### src/rtl/seq_alu.sv
// Multi-cycle ALU: single-cycle logic/arith/shift ops, iterative signed shift-add
// multiply and non-restoring signed divide, all reported through a registered done pulse.
module seq_alu #(
  parameter int WIDTH   = 32,
  parameter int SHAMT_W = 5
) (
  input  logic                 clock,
  input  logic                 clear,
  input  logic                 start,
  input  logic [4:0]           opcode,
  input  logic [WIDTH-1:0]     Ry,
  input  logic [WIDTH-1:0]     Rb,
  output logic                 busy,
  output logic                 done,
  output logic [2*WIDTH-1:0]   C_out,
  output logic                 overflow,
  output logic                 div_by_zero,
  output logic                 illegal_op
);

  localparam logic [4:0] OP_ADD  = 5'b00011;
  localparam logic [4:0] OP_SUB  = 5'b00100;
  localparam logic [4:0] OP_SHR  = 5'b00101;
  localparam logic [4:0] OP_SHRA = 5'b00110;
  localparam logic [4:0] OP_SHL  = 5'b00111;
  localparam logic [4:0] OP_ROR  = 5'b01000;
  localparam logic [4:0] OP_ROL  = 5'b01001;
  localparam logic [4:0] OP_AND  = 5'b01010;
  localparam logic [4:0] OP_OR   = 5'b01011;
  localparam logic [4:0] OP_ADDI = 5'b01100;
  localparam logic [4:0] OP_ANDI = 5'b01101;
  localparam logic [4:0] OP_ORI  = 5'b01110;
  localparam logic [4:0] OP_MUL  = 5'b01111;
  localparam logic [4:0] OP_DIV  = 5'b10000;
  localparam logic [4:0] OP_NEG  = 5'b10001;
  localparam logic [4:0] OP_NOT  = 5'b10010;

  localparam logic [SHAMT_W-1:0] LAST = SHAMT_W'(WIDTH - 1);

  typedef enum logic [2:0] {S_IDLE, S_MUL, S_DIV, S_FIX, S_DONE} state_t;

  state_t             state;
  logic [SHAMT_W-1:0] cnt;
  logic [WIDTH:0]     acc;     // MUL: partial product hi; DIV: partial remainder
  logic [WIDTH-1:0]   q;       // MUL: multiplier/product lo; DIV: dividend/quotient
  logic [WIDTH-1:0]   m;       // MUL: multiplicand; DIV: divisor magnitude
  logic               neg_q;
  logic               neg_r;

  // Single-cycle datapath, evaluated directly on the start operands
  logic [SHAMT_W-1:0] shamt;
  logic [WIDTH-1:0]   sum, diff, ror_v, rol_v, abs_y, abs_b;
  logic [WIDTH-1:0]   sc_lo, sc_hi;
  logic               sc_ovf, sc_dbz, sc_ill;

  assign shamt = Rb[SHAMT_W-1:0];
  assign sum   = Ry + Rb;
  assign diff  = Ry - Rb;
  assign abs_y = Ry[WIDTH-1] ? -Ry : Ry;
  assign abs_b = Rb[WIDTH-1] ? -Rb : Rb;

  always_comb begin
    for (int i = 0; i < WIDTH; i++) begin
      ror_v[i] = Ry[(i + int'(shamt)) % WIDTH];
      rol_v[i] = Ry[(i + WIDTH - int'(shamt)) % WIDTH];
    end
  end

  always_comb begin
    // NOTE: every output gets a default first so no path through the case infers a latch.
    sc_lo  = '0;
    sc_hi  = '0;
    sc_ovf = 1'b0;
    sc_dbz = 1'b0;
    sc_ill = 1'b0;
    case (opcode)
      OP_ADD, OP_ADDI: begin
        sc_lo  = sum;
        sc_ovf = (Ry[WIDTH-1] == Rb[WIDTH-1]) && (sum[WIDTH-1] != Ry[WIDTH-1]);
      end
      OP_SUB: begin
        sc_lo  = diff;
        sc_ovf = (Ry[WIDTH-1] != Rb[WIDTH-1]) && (diff[WIDTH-1] != Ry[WIDTH-1]);
      end
      OP_SHR:          sc_lo = Ry >> shamt;
      OP_SHRA:         sc_lo = $signed(Ry) >>> shamt;
      OP_SHL:          sc_lo = Ry << shamt;
      OP_ROR:          sc_lo = ror_v;
      OP_ROL:          sc_lo = rol_v;
      OP_AND, OP_ANDI: sc_lo = Ry & Rb;
      OP_OR, OP_ORI:   sc_lo = Ry | Rb;
      OP_NEG:          sc_lo = -Ry;
      OP_NOT:          sc_lo = ~Ry;
      OP_MUL:          ;
      OP_DIV: begin    // only reaches the outputs when Rb == 0
        sc_lo  = '1;
        sc_hi  = Ry;
        sc_dbz = 1'b1;
      end
      default:         sc_ill = 1'b1;
    endcase
  end

  // Signed shift-add step: the multiplier MSB carries negative weight, so the last step subtracts
  logic [WIDTH:0]   mul_addend, mul_sum, mul_acc_n;
  logic [WIDTH-1:0] mul_q_n;

  assign mul_addend = (cnt == LAST) ? -{m[WIDTH-1], m} : {m[WIDTH-1], m};
  assign mul_sum    = q[0] ? acc + mul_addend : acc;
  assign mul_acc_n  = {mul_sum[WIDTH], mul_sum[WIDTH:1]};
  assign mul_q_n    = {mul_sum[0], q[WIDTH-1:1]};

  // Non-restoring step on magnitudes; signs are applied in the FIX state
  logic [WIDTH:0]   div_shift, div_acc_n;
  logic [WIDTH-1:0] div_q_n, rem_mag, quo_fix, rem_fix;

  assign div_shift = {acc[WIDTH-1:0], q[WIDTH-1]};
  assign div_acc_n = acc[WIDTH] ? div_shift + {1'b0, m} : div_shift - {1'b0, m};
  assign div_q_n   = {q[WIDTH-2:0], ~div_acc_n[WIDTH]};
  assign rem_mag   = acc[WIDTH] ? acc[WIDTH-1:0] + m : acc[WIDTH-1:0];
  assign quo_fix   = neg_q ? -q : q;
  assign rem_fix   = neg_r ? -rem_mag : rem_mag;

  always_ff @(posedge clock) begin
    if (clear) begin
      // NOTE: every register, datapath included, is cleared so a run never starts from X.
      state       <= S_IDLE;
      busy        <= 1'b0;
      done        <= 1'b0;
      C_out       <= '0;
      overflow    <= 1'b0;
      div_by_zero <= 1'b0;
      illegal_op  <= 1'b0;
      cnt         <= '0;
      acc         <= '0;
      q           <= '0;
      m           <= '0;
      neg_q       <= 1'b0;
      neg_r       <= 1'b0;
    end else begin
      // NOTE: non-blocking assignments so every register samples pre-edge values.
      case (state)
        S_IDLE: begin
          if (start) begin
            if (opcode == OP_MUL) begin
              state <= S_MUL;
              busy  <= 1'b1;
              acc   <= '0;
              m     <= Ry;
              q     <= Rb;
              cnt   <= '0;
            end else if (opcode == OP_DIV && Rb != '0) begin
              state <= S_DIV;
              busy  <= 1'b1;
              acc   <= '0;
              m     <= abs_b;
              q     <= abs_y;
              neg_q <= Ry[WIDTH-1] ^ Rb[WIDTH-1];
              neg_r <= Ry[WIDTH-1];
              cnt   <= '0;
            end else begin
              state       <= S_DONE;
              done        <= 1'b1;
              C_out       <= {sc_hi, sc_lo};
              overflow    <= sc_ovf;
              div_by_zero <= sc_dbz;
              illegal_op  <= sc_ill;
            end
          end
        end
        S_MUL: begin
          acc <= mul_acc_n;
          q   <= mul_q_n;
          cnt <= cnt + 1'b1;
          if (cnt == LAST) begin
            state       <= S_DONE;
            busy        <= 1'b0;
            done        <= 1'b1;
            C_out       <= {mul_acc_n[WIDTH-1:0], mul_q_n};
            overflow    <= 1'b0;
            div_by_zero <= 1'b0;
            illegal_op  <= 1'b0;
          end
        end
        S_DIV: begin
          acc <= div_acc_n;
          q   <= div_q_n;
          cnt <= cnt + 1'b1;
          if (cnt == LAST) state <= S_FIX;
        end
        S_FIX: begin
          state       <= S_DONE;
          busy        <= 1'b0;
          done        <= 1'b1;
          C_out       <= {rem_fix, quo_fix};
          overflow    <= 1'b0;
          div_by_zero <= 1'b0;
          illegal_op  <= 1'b0;
        end
        S_DONE: begin
          state <= S_IDLE;
          done  <= 1'b0;
        end
        default: state <= S_IDLE;
      endcase
    end
  end

endmodule

### config.mk
export PLATFORM = sky130hd
export DESIGN_NAME = seq_alu
export DESIGN_NICKNAME = d
export VERILOG_FILES = /design/src/rtl/seq_alu.sv
export SDC_FILE = /design/constraint.sdc
export NUM_CORES = 2
export LEC_CHECK = 0
export BUFFER_PORTS_ARGS = -buffer_cell sky130_fd_sc_hd__buf_2
export CAP_MARGIN = 20
export CORE_MARGIN = 5
export CORE_UTILIZATION = 61
export DETAILED_ROUTE_END_ITERATION = 6
export PLACE_DENSITY_LB_ADDON = 0.1
export SYNTH_ARGS = -nofsm -noshare
export SYNTH_HDL_FRONTEND = slang
export SYNTH_SLANG_ARGS = --single-unit
### constraint.sdc
create_clock -name clock -period 7.3 [get_ports clock]
set_clock_uncertainty 0.05 [all_clocks]
set_input_delay 0.365 -clock clock [delete_from_list [all_inputs] [get_ports clock]]
set_output_delay 0.365 -clock clock [all_outputs]
set_load 0.05 [all_outputs]
==> Word-level counts from Yosys, hierarchy flattened <==
Index checks and enable logic that the tools add are counted.
{ "totals": {"reg_bits": 176, "inputBits": 72, "out_inout_bits": 69} }
{ "op_classes": {"bitwise": 69, "muxes": 251, "eq_ne": 31, "n_lt_le_gt_ge": 64, "addsub": 75, "shift": 3, "reduce_logical": 86} }
{ "ops": {"columns": ["op", "n"], "rows": [
  ["6-bit by 7-bit < comparator with 1-bit output (second input constant)", 63],
  ["32-bit one-hot mux with 12 select lines", 1],
  ["32-bit two-way mux", 11],
  ["1-bit binary-select mux with 5-bit select", 64],
  ["5-bit OR reduction", 63],
  ["64-bit two-way mux", 4],
  ["6-bit by 5-bit subtractor with 7-bit output (first input constant)", 32],
  ["33-bit two-way mux", 6],
  ["64-bit one-hot mux with 3 select lines", 1],
  ["1-bit two-way mux", 146],
  ["32-bit negator", 4],
  ["33-bit one-hot mux with 3 select lines", 1],
  ["32-bit one-hot mux with 3 select lines", 1],
  ["5-bit adder (first input constant)", 16],
  ["32-bit adder", 2],
  ["4-bit by 5-bit adder with 5-bit output (first input constant)", 8],
  ["5-bit by 4-bit == test with 1-bit output (second input constant)", 8],
  ["33-bit by 32-bit adder with 33-bit output", 1],
  ["33-bit adder", 1],
  ["33-bit negator", 1],
  ["33-bit by 32-bit subtractor with 33-bit output", 1],
  ["1-bit AND", 32],
  ["32-bit AND", 1],
  ["32-bit NOT", 1],
  ["other kinds (41)", 110]
]} }

==> Logic depth before layout (Yosys ltp) <==
{ "logic_depth": {"depth_word": 11, "ltp_mapped": 23, "mapped_depth_nobuf": 23} }

==> Worst setup path after synthesis <==
Ideal clock, no wire load.
{ "synth_timing": {"path_kind": "reg2reg", "from": "register acc[32]", "to": "register acc[31]", "arrival_ns": 5.366, "path_slack_ns": 1.757, "path_stages_with_launch": 24, "synth_period_minus_slack_ns": 5.543, "n_path_buf": 8, "path_cell_list": "dfxtp_1 clkbuf_1 clkbuf_1 clkbuf_1 buf_1 clkbuf_1 buf_1 buf_1 buf_1 nor2_1 xor2_1 ha_1 a21o_1 a21o_1 a21o_1 a311oi_1 a21oi_1 o22a_1 a31oi_1 o221ai_1 a31oi_1 xnor2_1 a221oi_1 nor2_1"} }
{ "synth_between": {"elab_chain_cells": 3} }
{ "synth_rtl": {"columns": ["item", "line_no", "text"], "rows": [
  ["start, declared", "44", "logic [WIDTH:0] acc;"],
  ["start signal, assigned", "172", "acc <= mul_acc_n;"],
  ["start signal, assigned", "186", "acc <= div_acc_n;"],
  ["33-bit adder", "109", "assign mul_sum = q[0] ? acc + mul_addend : acc;"],
  ["33-bit two-way mux", "109", null],
  ["33-bit one-hot mux with 3 select lines *", "142", "case (state)"]
]} }
Mark *: on every way between the ends. The rest lies on a longest branch, timed or not.
A chain may end at the register's enable or synchronous reset.

==> Worst setup path after layout <==
{ "layout_timing": {"from": "register m[0]", "to": "register C_out[63]"} }
{ "layout_between": {"elab_chain_cells": 6} }
{ "layout_rtl": {"columns": ["item", "line_no", "text"], "rows": [
  ["start, declared", "46", "logic [WIDTH-1:0] m;"],
  ["start signal, assigned", "149", "m <= Ry;"],
  ["start signal, assigned", "156", "m <= abs_b;"],
  ["33-bit negator", "108", "assign mul_addend = (cnt == LAST) ? -{m[WIDTH-1], m} : {m[WIDTH-1], m};"],
  ["33-bit two-way mux", "108", null],
  ["33-bit adder", "109", null],
  ["33-bit two-way mux", "109", null],
  ["64-bit two-way mux", "175", "if (cnt == LAST) begin"],
  ["64-bit one-hot mux with 3 select lines *", "142", null],
  ["end signal, assigned", "164", "C_out <= {sc_hi, sc_lo};"],
  ["end signal, assigned", "179", "C_out <= {mul_acc_n[WIDTH-1:0], mul_q_n};"],
  ["end signal, assigned", "195", "C_out <= {rem_fix, quo_fix};"],
  ["end, declared", "15", "output logic [2*WIDTH-1:0] C_out,"]
]} }
Mark *: on every way between the ends. The rest lies on a longest branch, timed or not. The select of a mux whose other input is x is not followed.

==> run summary <==
Reg-to-reg startpoint -> m[0]
Gr busiest metal -> met2
Status -> finished with violations
Tmin final -> 6.06 ns
PD cells -> 128 nW/um2
Cells on worst reg2reg path -> 21
Yosys cell types -> 87
FMAX -> 0.165 GHz
Clk pin slew, worst setup/hold paths -> 0.08 ns
Hold Startpoint -> start
Synthesized flop and latch total -> 176
Root Driver -> clkbuf_16
Setup crit end kind -> register
Hold Fails Final Rpt -> 0
Initial antenna violation count -> 10
Leakage -> 13.0 nW
Layout cell share with drive strength beyond 1 -> 10.8%
Post-synthesis net count -> 4482
Row count -> 81
Reg2Reg Capture Point -> C_out[63]
GR Util met1 -> 62.6%
Cells after Synth -> 4196
Synth Area per Inst -> 7.14 um2
GRT met2 Usage -> 69.8%
Reg2Reg Setup Slack -> 1.24 ns
Resized Gates After CTS -> 0
Clk_lat worst skew -> 0.50 ns
Global placement routability congestion -> 1.17
Mapped Area -> 30000 um2
Final Max Slew Viols -> 0
Via density -> 7.46
Asr flop ratio synth -> 0%
I/O Pins -> 141
Critical Setup Path Class -> reg -> reg
Congestion Overflow GR -> 0
Detail Placement HPWL -> 105000 um
Hold EP -> state[1]
Hold Crit Depth -> 3
Worst VDD drop -> 0.130 mV
# hold bufs at CTS -> 0
Core area -> 48700 um2
Failing checks -> design-rule violations
Setup TNS -> 0 ns
Drt first pass iters -> 7
Final #Nets -> 4366
Antenna violation net count after detailed routing -> 0
Sequential area share after synthesis -> 11.8%
Crit path launch type -> register
Post-CTS Setup Bufs -> 0
WL per Instance -> 29.3 um
Htree depth -> 4
Area delta synth->final -> 4.80%
Clk buf depth -> 2
EDFF count, synth -> 0
Max cap viols -> 0
Commonest register cell after synthesis -> dfxtp_1
Setup Viol. Count Final -> 0
Die Ht -> 232 um
# DRC -> 1
Vias in the first global route -> 31800
Fill cells -> 4507
PortBufs -> 140
Worst slew pin tran -> 1.15 ns
First-iteration detailed-routing DRC count -> 5865
Routed wire length -> 139000 um
Vias -> 35500
Worst EP required -> 7.60 ns
GR met3 Demand/Resource -> 16.9%
Hold crit path type -> in -> reg
Clk sinks -> 176
Final critical-path share of the clock period -> 83.0%
Initial Util -> 61.5%
Total global routing track utilization -> 49.4%
RSZ-0062 raised after global routing -> no
First-pass GRT wire length -> 203000 um
Yosys Warn Count -> 0
Die Width -> 232 um
Largest net degree at the start of global routing -> 116
Hold Slack -> 0.192 ns
Slew margin rel. -> 23.4%
CP Data Arrival Time -> 6.36 ns
CTS Buf Count -> 17
Die area -> 53700 um2
Critical path peak fanout -> 5
CTS tree -> yes
sequential cells by signal, indices dropped and copies added, names as in the netlist, 3 cells and up:
name	cells
state	3
acc	33
cnt	5
q	32
C_out	64
m	32
power by group:
part	switching (W)	internal [W]	total [W]
clock network	0.000480	0.000447	0.000927
registers	0.0000457	0.00100	0.00105
logic	0.00138	0.000673	0.00205
worst max path at each step:
stage | start | to
6_report | m[0] | C_out[63]
2_1_floorplan | acc[32] | acc[31]
3_3_place_gp | m[0] | C_out[63]
4_1_cts | m[0] | C_out[63]
5_1_grt | m[0] | C_out[63]
3_5_place_dp | m[0] | C_out[63]
cells in the mapped netlist (24+ instances only):
cell type	instances	share of area (%)
and3_1	31	0.65
xnor2_1	213	6.2
nand2_1	368	4.6
o221ai_1	40	1.2
ha_1	209	8.7
xor2_1	84	2.5
inv_1	135	1.7
o31ai_1	27	0.68
buf_1	48	0.60
dfxtp_1	176	12
nor2b_1	29	0.61
o21ai_0	294	4.9
mux2i_1	182	6.1
nor3_1	117	2.0
nand2b_1	45	0.94
a21oi_1	373	6.2
mux4_2	73	5.5
mux2_2	52	2.0
o21bai_1	25	0.63
a31oi_1	56	1.2
nor4_1	24	0.50
o22ai_1	42	0.88
o21a_1	27	0.68
a221oi_1	101	3.0
clkbuf_1	289	3.6
a211oi_1	108	2.7
or3_1	36	0.75
nand3_1	65	1.1
nand4_1	30	0.63
o211ai_1	61	1.5
nor2_1	463	5.8
a21o_1	72	1.8
through the flow:
stage	util [%]	instance area, um2	worst slack [ns]	total power [W]	instances
after global routing	64.4	31400	0.964	0.00413	4759
after CTS	64.3	31400	1.30	0.00391	4753
final	64.4	31400	1.24	0.00403	4765
after detailed placement	63.2	30800	1.34	0.00300	4722
after global placement	63.2	30800	1.43	0.00298	4722
after floorplan	-	30000	1.76	0.00238	4196
metal layers:
metal  part of all wire (%)  vias to the layer above
met2                     40                     3043
met3                     15                      742
met5                  0.044                        -
li1                       -                    15400
met1                     36                    16400
met4                    9.6                       10
cell type report:
class | count | area, um2 | area share (%)
multi-input combinational | 3531 | 24700 | 78.6
sequential | 176 | 3530 | 11.2
timing repair buffer | 213 | 1260 | 4.01
tap | 664 | 831 | 2.65
inverter | 141 | 529 | 1.69
clock buffer | 18 | 429 | 1.37
clock inverter | 13 | 119 | 0.378
antenna | 9 | 22.5 | 0.0717
worst max-delay path: stages (launching register included):
cell and delay (ns):
dfxtp_1 0.35, or2_1 0.28, or4_4 0.46, or4_4 0.47
or3_4 0.36, or3_4 0.35, or3_4 0.34, or2_4 0.25
or3_4 0.35, nor3_1 0.22, nand2b_1 0.16, xnor2_1 0.07
ha_1 0.36, and3_1 0.23, and4_1 0.19, a222oi_1 0.42
a31o_2 0.24, xor2_1 0.14, nor2_1 0.07, mux2i_1 0.20
a211oi_1 0.24, o32ai_1 0.12
cells in the final DEF, fill, tap and decap left out, types with 19 or more instances in the layout:
master,n
o21a_1,27
nor3_1,116
a21oi_1,371
o31ai_1,27
nand2b_1,45
a211oi_1,108
nor2_1,459
nor2b_1,29
xnor2_1,211
o211ai_1,61
o21bai_1,25
a221oi_1,101
o221ai_1,40
mux4_2,73
or3_1,35
ha_1,209
and2_1,19
nand4_1,30
a31oi_1,56
xor2_1,84
o21ai_0,294
o22ai_1,42
dfxtp_1,173
nand3_1,64
a21o_1,72
nor4_1,23
buf_2,136
inv_1,134
mux2i_1,182
nand2_1,368
a22oi_1,20
buf_4,74
mux2_2,52
and3_1,30
logic make-up after synthesis:
group / synth area share (%)
and+or+nand+nor: 20.0
buffers and inverters: 6.18
muxes: 13.5
xor gates and xnor gates: 8.68
AOI/OAI and AO/OA: 30.8
DFF: 11.8
adders and majority gates: 9.06
No activity file was read; power rests on OpenSTA's default activity.
